`src/rtl/acc_pkg.sv`:
```
// Shared types and constants for the accumulator drain stage.
package acc_pkg;

  localparam int unsigned DEF_WORD_LEN = 24;
  localparam int unsigned ACC_W        = 2 * DEF_WORD_LEN;

  typedef enum logic {
    IDLE = 1'b0,
    SEND = 1'b1
  } state_t;

  // Accumulator width for a given sample width.
  function automatic int unsigned acc_w(input int unsigned word_len);
    return 2 * word_len;
  endfunction

  // PE index width; at least one bit.
  function automatic int unsigned idx_w(input int unsigned num_pe);
    return (num_pe > 1) ? $clog2(num_pe) : 1;
  endfunction

  // Largest signed value representable in w bits.
  function automatic longint sat_max(input int unsigned w);
    return (longint'(1) <<< (w - 1)) - longint'(1);
  endfunction

  // Smallest signed value representable in w bits.
  function automatic longint sat_min(input int unsigned w);
    return -(longint'(1) <<< (w - 1));
  endfunction

endpackage

```
`src/rtl/acc_drain_if.sv`:
```
// Output sample stream of the drain stage (valid/ready).
interface acc_drain_if
  import acc_pkg::*;
#(
  parameter int unsigned WORD_LEN = 24,
  parameter int unsigned NUM_PE   = 8
);
  localparam int unsigned IW = idx_w(NUM_PE);

  logic                       out_valid;
  logic                       out_ready;
  logic signed [WORD_LEN-1:0] out_R;
  logic signed [WORD_LEN-1:0] out_I;
  logic [IW-1:0]              out_idx;

  modport master (output out_valid, out_R, out_I, out_idx, input out_ready);
  modport slave  (input out_valid, out_R, out_I, out_idx, output out_ready);
endinterface

```
`src/rtl/acc_round_sat.sv`:
```
// Round-half-up, arithmetic shift and saturate one accumulator to WORD_LEN.
module acc_round_sat
  import acc_pkg::*;
#(
  parameter int unsigned WORD_LEN = 24,
  parameter int unsigned SHIFT    = 8
) (
  input  logic [2*WORD_LEN-1:0]      acc,
  output logic signed [WORD_LEN-1:0] y,
  output logic                       sat
);
  localparam int unsigned AW = acc_w(WORD_LEN);
  // One guard bit keeps the rounding add from wrapping at full scale.
  localparam int unsigned EW = AW + 1;
  localparam logic signed [EW-1:0] RND_K = (SHIFT > 0) ? (EW'(1) << (SHIFT - 1)) : '0;
  localparam logic signed [EW-1:0] HI    = EW'(sat_max(WORD_LEN));
  localparam logic signed [EW-1:0] LO    = EW'(sat_min(WORD_LEN));

  logic signed [EW-1:0] ext;
  logic signed [EW-1:0] rnd;
  logic signed [EW-1:0] shf;

  // Sign-extend, round, shift, clamp.
  always_comb begin
    ext = {acc[AW-1], acc};
    rnd = ext + RND_K;
    shf = rnd >>> SHIFT;
    sat = 1'b0;
    y   = WORD_LEN'(shf);
    if (shf > HI) begin
      y   = WORD_LEN'(HI);
      sat = 1'b1;
    end else if (shf < LO) begin
      y   = WORD_LEN'(LO);
      sat = 1'b1;
    end
  end
endmodule

```
`src/rtl/acc_drain.sv`:
```
// Snapshot NUM_PE complex accumulators and stream them out scaled, one PE per
// transfer. Optional macro ACC_DRAIN_SAT_CNT_EN adds a saturated-sample counter.
module acc_drain
  import acc_pkg::*;
#(
  parameter int unsigned WORD_LEN = 24,
  parameter int unsigned NUM_PE   = 8,
  parameter int unsigned SHIFT    = 8
) (
  input  logic                         clk,
  input  logic                         rst_n,
  input  logic                         capture,
  input  logic [NUM_PE*2*WORD_LEN-1:0] acc_R,
  input  logic [NUM_PE*2*WORD_LEN-1:0] acc_I,
  output logic                         busy,
  output logic                         done,
  output logic                         capture_drop,
`ifdef ACC_DRAIN_SAT_CNT_EN
  output logic [15:0]                  sat_cnt,
`endif
  acc_drain_if.master                  out_if
);
  localparam int unsigned AW = acc_w(WORD_LEN);
  localparam int unsigned IW = idx_w(NUM_PE);
  localparam logic [IW-1:0] LAST = IW'(NUM_PE - 1);

  state_t                     state_q, state_d;
  logic [AW-1:0]              sh_r [NUM_PE];
  logic [AW-1:0]              sh_i [NUM_PE];
  logic                       valid_q, valid_d;
  logic                       busy_q, busy_d;
  logic                       done_q, done_d;
  logic                       drop_q, drop_d;
  logic signed [WORD_LEN-1:0] r_q, r_d, i_q, i_d;
  logic [IW-1:0]              idx_q, idx_d, sel_idx;
  logic [AW-1:0]              src_r, src_i;
  logic signed [WORD_LEN-1:0] y_r, y_i;
  logic                       sat_r, sat_i;
  logic                       load, upd, xfer;

  assign xfer = valid_q & out_if.out_ready;

  // Scaler source: live PE0 on capture, otherwise the next shadowed PE.
  always_comb begin
    sel_idx = (idx_q == LAST) ? '0 : idx_q + IW'(1);
    if (state_q == IDLE) begin
      src_r = acc_R[AW-1:0];
      src_i = acc_I[AW-1:0];
    end else begin
      src_r = sh_r[sel_idx];
      src_i = sh_i[sel_idx];
    end
  end

  acc_round_sat #(.WORD_LEN(WORD_LEN), .SHIFT(SHIFT)) u_rs_r (
    .acc (src_r),
    .y   (y_r),
    .sat (sat_r)
  );

  acc_round_sat #(.WORD_LEN(WORD_LEN), .SHIFT(SHIFT)) u_rs_i (
    .acc (src_i),
    .y   (y_i),
    .sat (sat_i)
  );

  // Next-state and next-output logic.
  always_comb begin
    state_d = state_q;
    valid_d = valid_q;
    busy_d  = busy_q;
    done_d  = 1'b0;
    drop_d  = drop_q;
    r_d     = r_q;
    i_d     = i_q;
    idx_d   = idx_q;
    load    = 1'b0;
    upd     = 1'b0;
    case (state_q)
      IDLE: begin
        if (capture) begin
          load    = 1'b1;
          upd     = 1'b1;
          state_d = SEND;
          valid_d = 1'b1;
          busy_d  = 1'b1;
          idx_d   = '0;
          r_d     = y_r;
          i_d     = y_i;
        end
      end
      SEND: begin
        if (capture) drop_d = 1'b1;
        if (xfer) begin
          if (idx_q == LAST) begin
            state_d = IDLE;
            valid_d = 1'b0;
            busy_d  = 1'b0;
            done_d  = 1'b1;
            idx_d   = '0;
          end else begin
            upd   = 1'b1;
            idx_d = idx_q + IW'(1);
            r_d   = y_r;
            i_d   = y_i;
          end
        end
      end
      default: state_d = IDLE;
    endcase
  end

  // State and output registers.
  always_ff @(posedge clk or negedge rst_n) begin
    if (!rst_n) begin
      state_q <= IDLE;
      valid_q <= 1'b0;
      busy_q  <= 1'b0;
      done_q  <= 1'b0;
      drop_q  <= 1'b0;
      r_q     <= '0;
      i_q     <= '0;
      idx_q   <= '0;
    end else begin
      state_q <= state_d;
      valid_q <= valid_d;
      busy_q  <= busy_d;
      done_q  <= done_d;
      drop_q  <= drop_d;
      r_q     <= r_d;
      i_q     <= i_d;
      idx_q   <= idx_d;
    end
  end

  // Shadow copy of the PE row, taken only on an accepted capture.
  always_ff @(posedge clk or negedge rst_n) begin
    if (!rst_n) begin
      for (int k = 0; k < int'(NUM_PE); k++) begin
        sh_r[k] <= '0;
        sh_i[k] <= '0;
      end
    end else if (load) begin
      for (int k = 0; k < int'(NUM_PE); k++) begin
        sh_r[k] <= acc_R[k*AW +: AW];
        sh_i[k] <= acc_I[k*AW +: AW];
      end
    end
  end

`ifdef ACC_DRAIN_SAT_CNT_EN
  logic        sat_q;
  logic [15:0] cnt_q;

  // Saturation flag travels with the presented sample; count on its transfer.
  always_ff @(posedge clk or negedge rst_n) begin
    if (!rst_n) begin
      sat_q <= 1'b0;
      cnt_q <= '0;
    end else begin
      if (upd) sat_q <= sat_r | sat_i;
      if (xfer && sat_q && (cnt_q != 16'hFFFF)) cnt_q <= cnt_q + 16'd1;
    end
  end

  assign sat_cnt = cnt_q;
`else
  logic unused_sat;
  assign unused_sat = sat_r ^ sat_i ^ upd;
`endif

  assign busy             = busy_q;
  assign done             = done_q;
  assign capture_drop     = drop_q;
  assign out_if.out_valid = valid_q;
  assign out_if.out_R     = r_q;
  assign out_if.out_I     = i_q;
  assign out_if.out_idx   = idx_q;
endmodule

```
`src/flat_wrapper.sv`:
```
// flat-port wrapper written by rule: the top's interface ports become plain ports
module acc_drain_flat import acc_pkg::*;
#(
  parameter int unsigned WORD_LEN = 24,
  parameter int unsigned NUM_PE   = 8,
  parameter int unsigned SHIFT    = 8
)
  (clk, rst_n, capture, acc_R, acc_I, busy, done, capture_drop, out_if_out_valid, out_if_out_R, out_if_out_I, out_if_out_idx, out_if_out_ready);
  acc_drain_if #(.WORD_LEN(WORD_LEN), .NUM_PE(NUM_PE)) out_if_i ();
  input  logic clk;
  input  logic rst_n;
  input  logic capture;
  input  logic [NUM_PE*2*WORD_LEN-1:0] acc_R;
  input  logic [NUM_PE*2*WORD_LEN-1:0] acc_I;
  output logic busy;
  output logic done;
  output logic capture_drop;
  output wire logic [$bits(out_if_i.out_valid)-1:0] out_if_out_valid;
  output wire logic [$bits(out_if_i.out_R)-1:0] out_if_out_R;
  output wire logic [$bits(out_if_i.out_I)-1:0] out_if_out_I;
  output wire logic [$bits(out_if_i.out_idx)-1:0] out_if_out_idx;
  input wire logic [$bits(out_if_i.out_ready)-1:0] out_if_out_ready;
  assign out_if_out_valid = out_if_i.out_valid;
  assign out_if_out_R = out_if_i.out_R;
  assign out_if_out_I = out_if_i.out_I;
  assign out_if_out_idx = out_if_i.out_idx;
  assign out_if_i.out_ready = out_if_out_ready;
  acc_drain #(.WORD_LEN(WORD_LEN), .NUM_PE(NUM_PE), .SHIFT(SHIFT)) u_core (.clk(clk), .rst_n(rst_n), .capture(capture), .acc_R(acc_R), .acc_I(acc_I), .busy(busy), .done(done), .capture_drop(capture_drop), .out_if(out_if_i));
endmodule
```
`config.mk`:
```
export PLATFORM = sky130hd
export DESIGN_NAME = acc_drain_flat
export DESIGN_NICKNAME = d
export VERILOG_FILES = /design/src/rtl/acc_pkg.sv /design/src/rtl/acc_drain_if.sv /design/src/rtl/acc_round_sat.sv /design/src/rtl/acc_drain.sv /design/src/flat_wrapper.sv
export SDC_FILE = /design/constraint.sdc
export NUM_CORES = 2
export LEC_CHECK = 0
export ABC_AREA = 1
export ABC_CLOCK_PERIOD_IN_PS = 3400
export CELL_PAD_IN_SITES_DETAIL_PLACEMENT = 1
export CELL_PAD_IN_SITES_GLOBAL_PLACEMENT = 1
export CORE_UTILIZATION = 34
export DETAILED_ROUTE_END_ITERATION = 8
export PLACE_DENSITY = 0.83
export SLEW_MARGIN = 10
export SYNTH_ARGS = -nofsm -noshare
export SYNTH_HDL_FRONTEND = slang
export SYNTH_SLANG_ARGS = --single-unit
```
`constraint.sdc`:
```
create_clock -name clk -period 3.4 [get_ports clk]
set_input_delay 0.68 -clock clk [delete_from_list [all_inputs] [get_ports clk]]
set_output_delay 0.68 -clock clk [all_outputs]
set_load 0.02 [all_outputs]
```
==> impl_metrics.toml <==
[cts]
clock-sinks = 711
path_clk_slew_ns = 0.06
clk_latency_ns = 0.69
htree_num_levels = 3
cts.path.max_buffers = 3
cts_tree = "yes"
cts_buffers = 87
cts_root_buffer = "clkbuf_16"

[route]
first_pass_iters = 6
drc = 0
wl_um = 178100
wl_per_cell_um = 24.19
routed_via_density = 5.205
ant_nets = 0
vias = 38320
drtIter0Drc = 2516

[timing]
max-slew-margin-rel = 0.4109
fin_crit_ns = 4.105
timing.final.ws_setup_ns = -0.7046
slew_violations = 0
finalCritPeriodShare = 1.207
fin_skew_ns = 0.03887
worst_pin_slew_ns = 0.8836
hold_viol = 0
grt_setup_unrepaired = "yes"
setup_viol_count_final = 47
fmax_mhz = 243.6

[setup_path]
critical_path.max_stage_delay_ns = 0.42
cp-start-kind = "flip-flop"
slowest_stage = "dfrtp_2"
regToRegSetupSlack_ns = -0.70
critical_path_class = "flip-flop to flip-flop"
regToRegStartpoint = "u_core.out_if.out_idx[1]"
r2r_end = "u_core.out_if.out_I[18]"
cp-startpoint = "u_core.out_if.out_idx[1]"
worstPathArrival_ns = 4.64
cp_common_cell = "nand2_1"
worst-path-max-fanout = 7
endpoint = "u_core.out_if.out_I[18]"
reg2reg_depth = 31
end_kind = "flip-flop"
crit_required_ns = 3.94

[synth]
synth-seq-area-share = 0.4748
synth_area_per_cell_um2 = 7.806
yosysWarnings = 0
yosys.area.top_type = "dfrtp_1"
synth_cell_types = 35
synth_ff_type = "dfrtp_1"
synth_edf_count = 0
syn-cell-area_um2 = 37480
synth_cells = 4801
synth_area_leaders = "dfrtp_1 47%, nand2_1 15%, mux2_2 8.9%"
ys_ff_latch = 711
netlist.area_leader.share = 0.4748
async_flop_share = 1.000
syn_nets = 5577

[floorplan]
num_rows = 121
core_um2 = 109000
io_pins = 827
initial_core_util = 0.3438
die_x_um = 334
chipHeight_um = 334
die_area_um2 = 111600

[final_layout]
final_common_cell = "nand2_1"
fillers = 12800
areaGrowthSynthToFinish_pct = 45.43
layout-drive-gt1-share = 0.2142
stdcell_count = 7362
nNetsFinal = 6620
mostFrequentLayoutCells = "1420 x nand2_1, 713 x clkdlybuf4s50_1, 709 x dfrtp_1"

[global_routing]
grt_max_degree = 138
antenna_found_initial = 70
grt_pass1_wl_um = 254200
grtUsageTotal = 0.3036
grt_pass1_vias = 40640
overflow = 0

[place]
place_inst = 7109
dp_hpwl_um = 130200
portBuffers = 714
gp_congestion = 0.9198

[outcome]
status = "finished with violations"
violations = "setup timing"

[pwr]
p_total_mw = 71.32
total_leakage_power_nw = 26.62
ir_drop_mv = 0.5734
cellPowerDensity_nw_per_um2 = 1309

[hold_path]
hold_path.class = "flip-flop to flip-flop"

[job]
drv_cap = 0
-- report_power, final --
group	switching, mW	internal [mW]
Sequential	2.15	12.3
Combinational	27.7	19.4
Clock	4.01	5.73
Total	33.8	37.5
-- how the worst min path moves through the flow --
stage               cells after the start  slack, ns                start                   to
detailed placement                      1       0.46  u_core.capture_drop  u_core.capture_drop
global placement                        1       0.44  u_core.capture_drop  u_core.capture_drop
floorplan                               0       0.38                rst_n  u_core.capture_drop
CTS                                     1       0.47  u_core.capture_drop  u_core.capture_drop
finish                                  1       0.48  u_core.capture_drop  u_core.capture_drop
global route                            1       0.49  u_core.capture_drop  u_core.capture_drop
-- what timing repair did --
action	in CTS	in global routing
resized for setup	50	331
hold buffers	1	0
pin swaps	2	44
cloned	1	21
endpoints found under the setup margin	48	48
hold endpoints to repair	5	0
setup buffers	3	35
-- registers in the layout (all words and copies together) (netlist names) --
signal                   flops
u_core.capture_drop          1
u_core.state_q               1
u_core.done                  1
u_core.sh_r                328
u_core.out_if.out_I         24
u_core.out_if.out_idx        3
u_core.sh_i                328
u_core.out_if.out_valid      1
u_core.out_if.out_R         24
-- through the flow --
stage	utilization	hold slack (ns)	setup WS, ns	TNS (ns)	cell area, um2
floorplan	-	0.3844	0.005417	0	37520
global placement	0.4514	0.4438	-0.6938	-31.46	49210
detailed placement	0.4514	0.4560	-0.8098	-35.09	49210
CTS	0.4810	0.4690	-0.6589	-28.02	52430
global route	0.4998	0.4894	-0.9079	-38.62	54480
finish	0.5000	0.4762	-0.7046	-28.25	54500
-- synthesized netlist by cell type (34+ instances only) --
cell	instances
mux2_2	296
buf_2	56
dfrtp_1	711
nor2_2	34
nor2_1	502
nand3_1	505
clkbuf_1	128
nand2_1	1486
o21ai_0	100
a21oi_1	292
inv_1	496
xor2_1	44
-- worst max-delay path: cells and delay by family, from the launching register on --
| kind | cells | cell delay [ns] |
|---|---|---|
| simple gates | 21 | 2.13 |
| buf+inv | 8 | 1.03 |
| flops | 1 | 0.42 |
| fa+ha+maj | 2 | 0.34 |
-- kinds of logic after synthesis --
logic type,Yosys count,share of synthesized area
simple gates,2564,0.2799
compound gates,408,0.05542
flops,711,0.4748
buf+inv,771,0.08864
mux,296,0.08894
xor+xnor,47,0.01098
fa+ha+maj,4,0.001336
-- layer usage --
| layer | GRT usage | up-vias | routed length [um] |
|---|---|---|---|
| met2 | 0.5072 | 1382 | 86090 |
| li1 | - | 17210 | - |
| met3 | 0.06280 | 502 | 11560 |
| met5 | 0 | - | 363 |
| met1 | 0.3678 | 19170 | 69850 |
| met4 | 0.1592 | 56 | 10200 |
-- layout make-up --
type | instances | area (um2) | share of cell area
Antenna cell | 38 | 95.09 | 0.001745
Clock buffer | 125 | 2571 | 0.04718
Clock inverter | 30 | 385.4 | 0.007071
Inverter | 506 | 1923 | 0.03529
Multi-Input combinational cell | 3320 | 17630 | 0.3234
Sequential cell | 711 | 17790 | 0.3265
Tap cell | 1414 | 1769 | 0.03246
Timing Repair Buffer | 1218 | 12340 | 0.2263
Power figures use the tool's default switching activity.
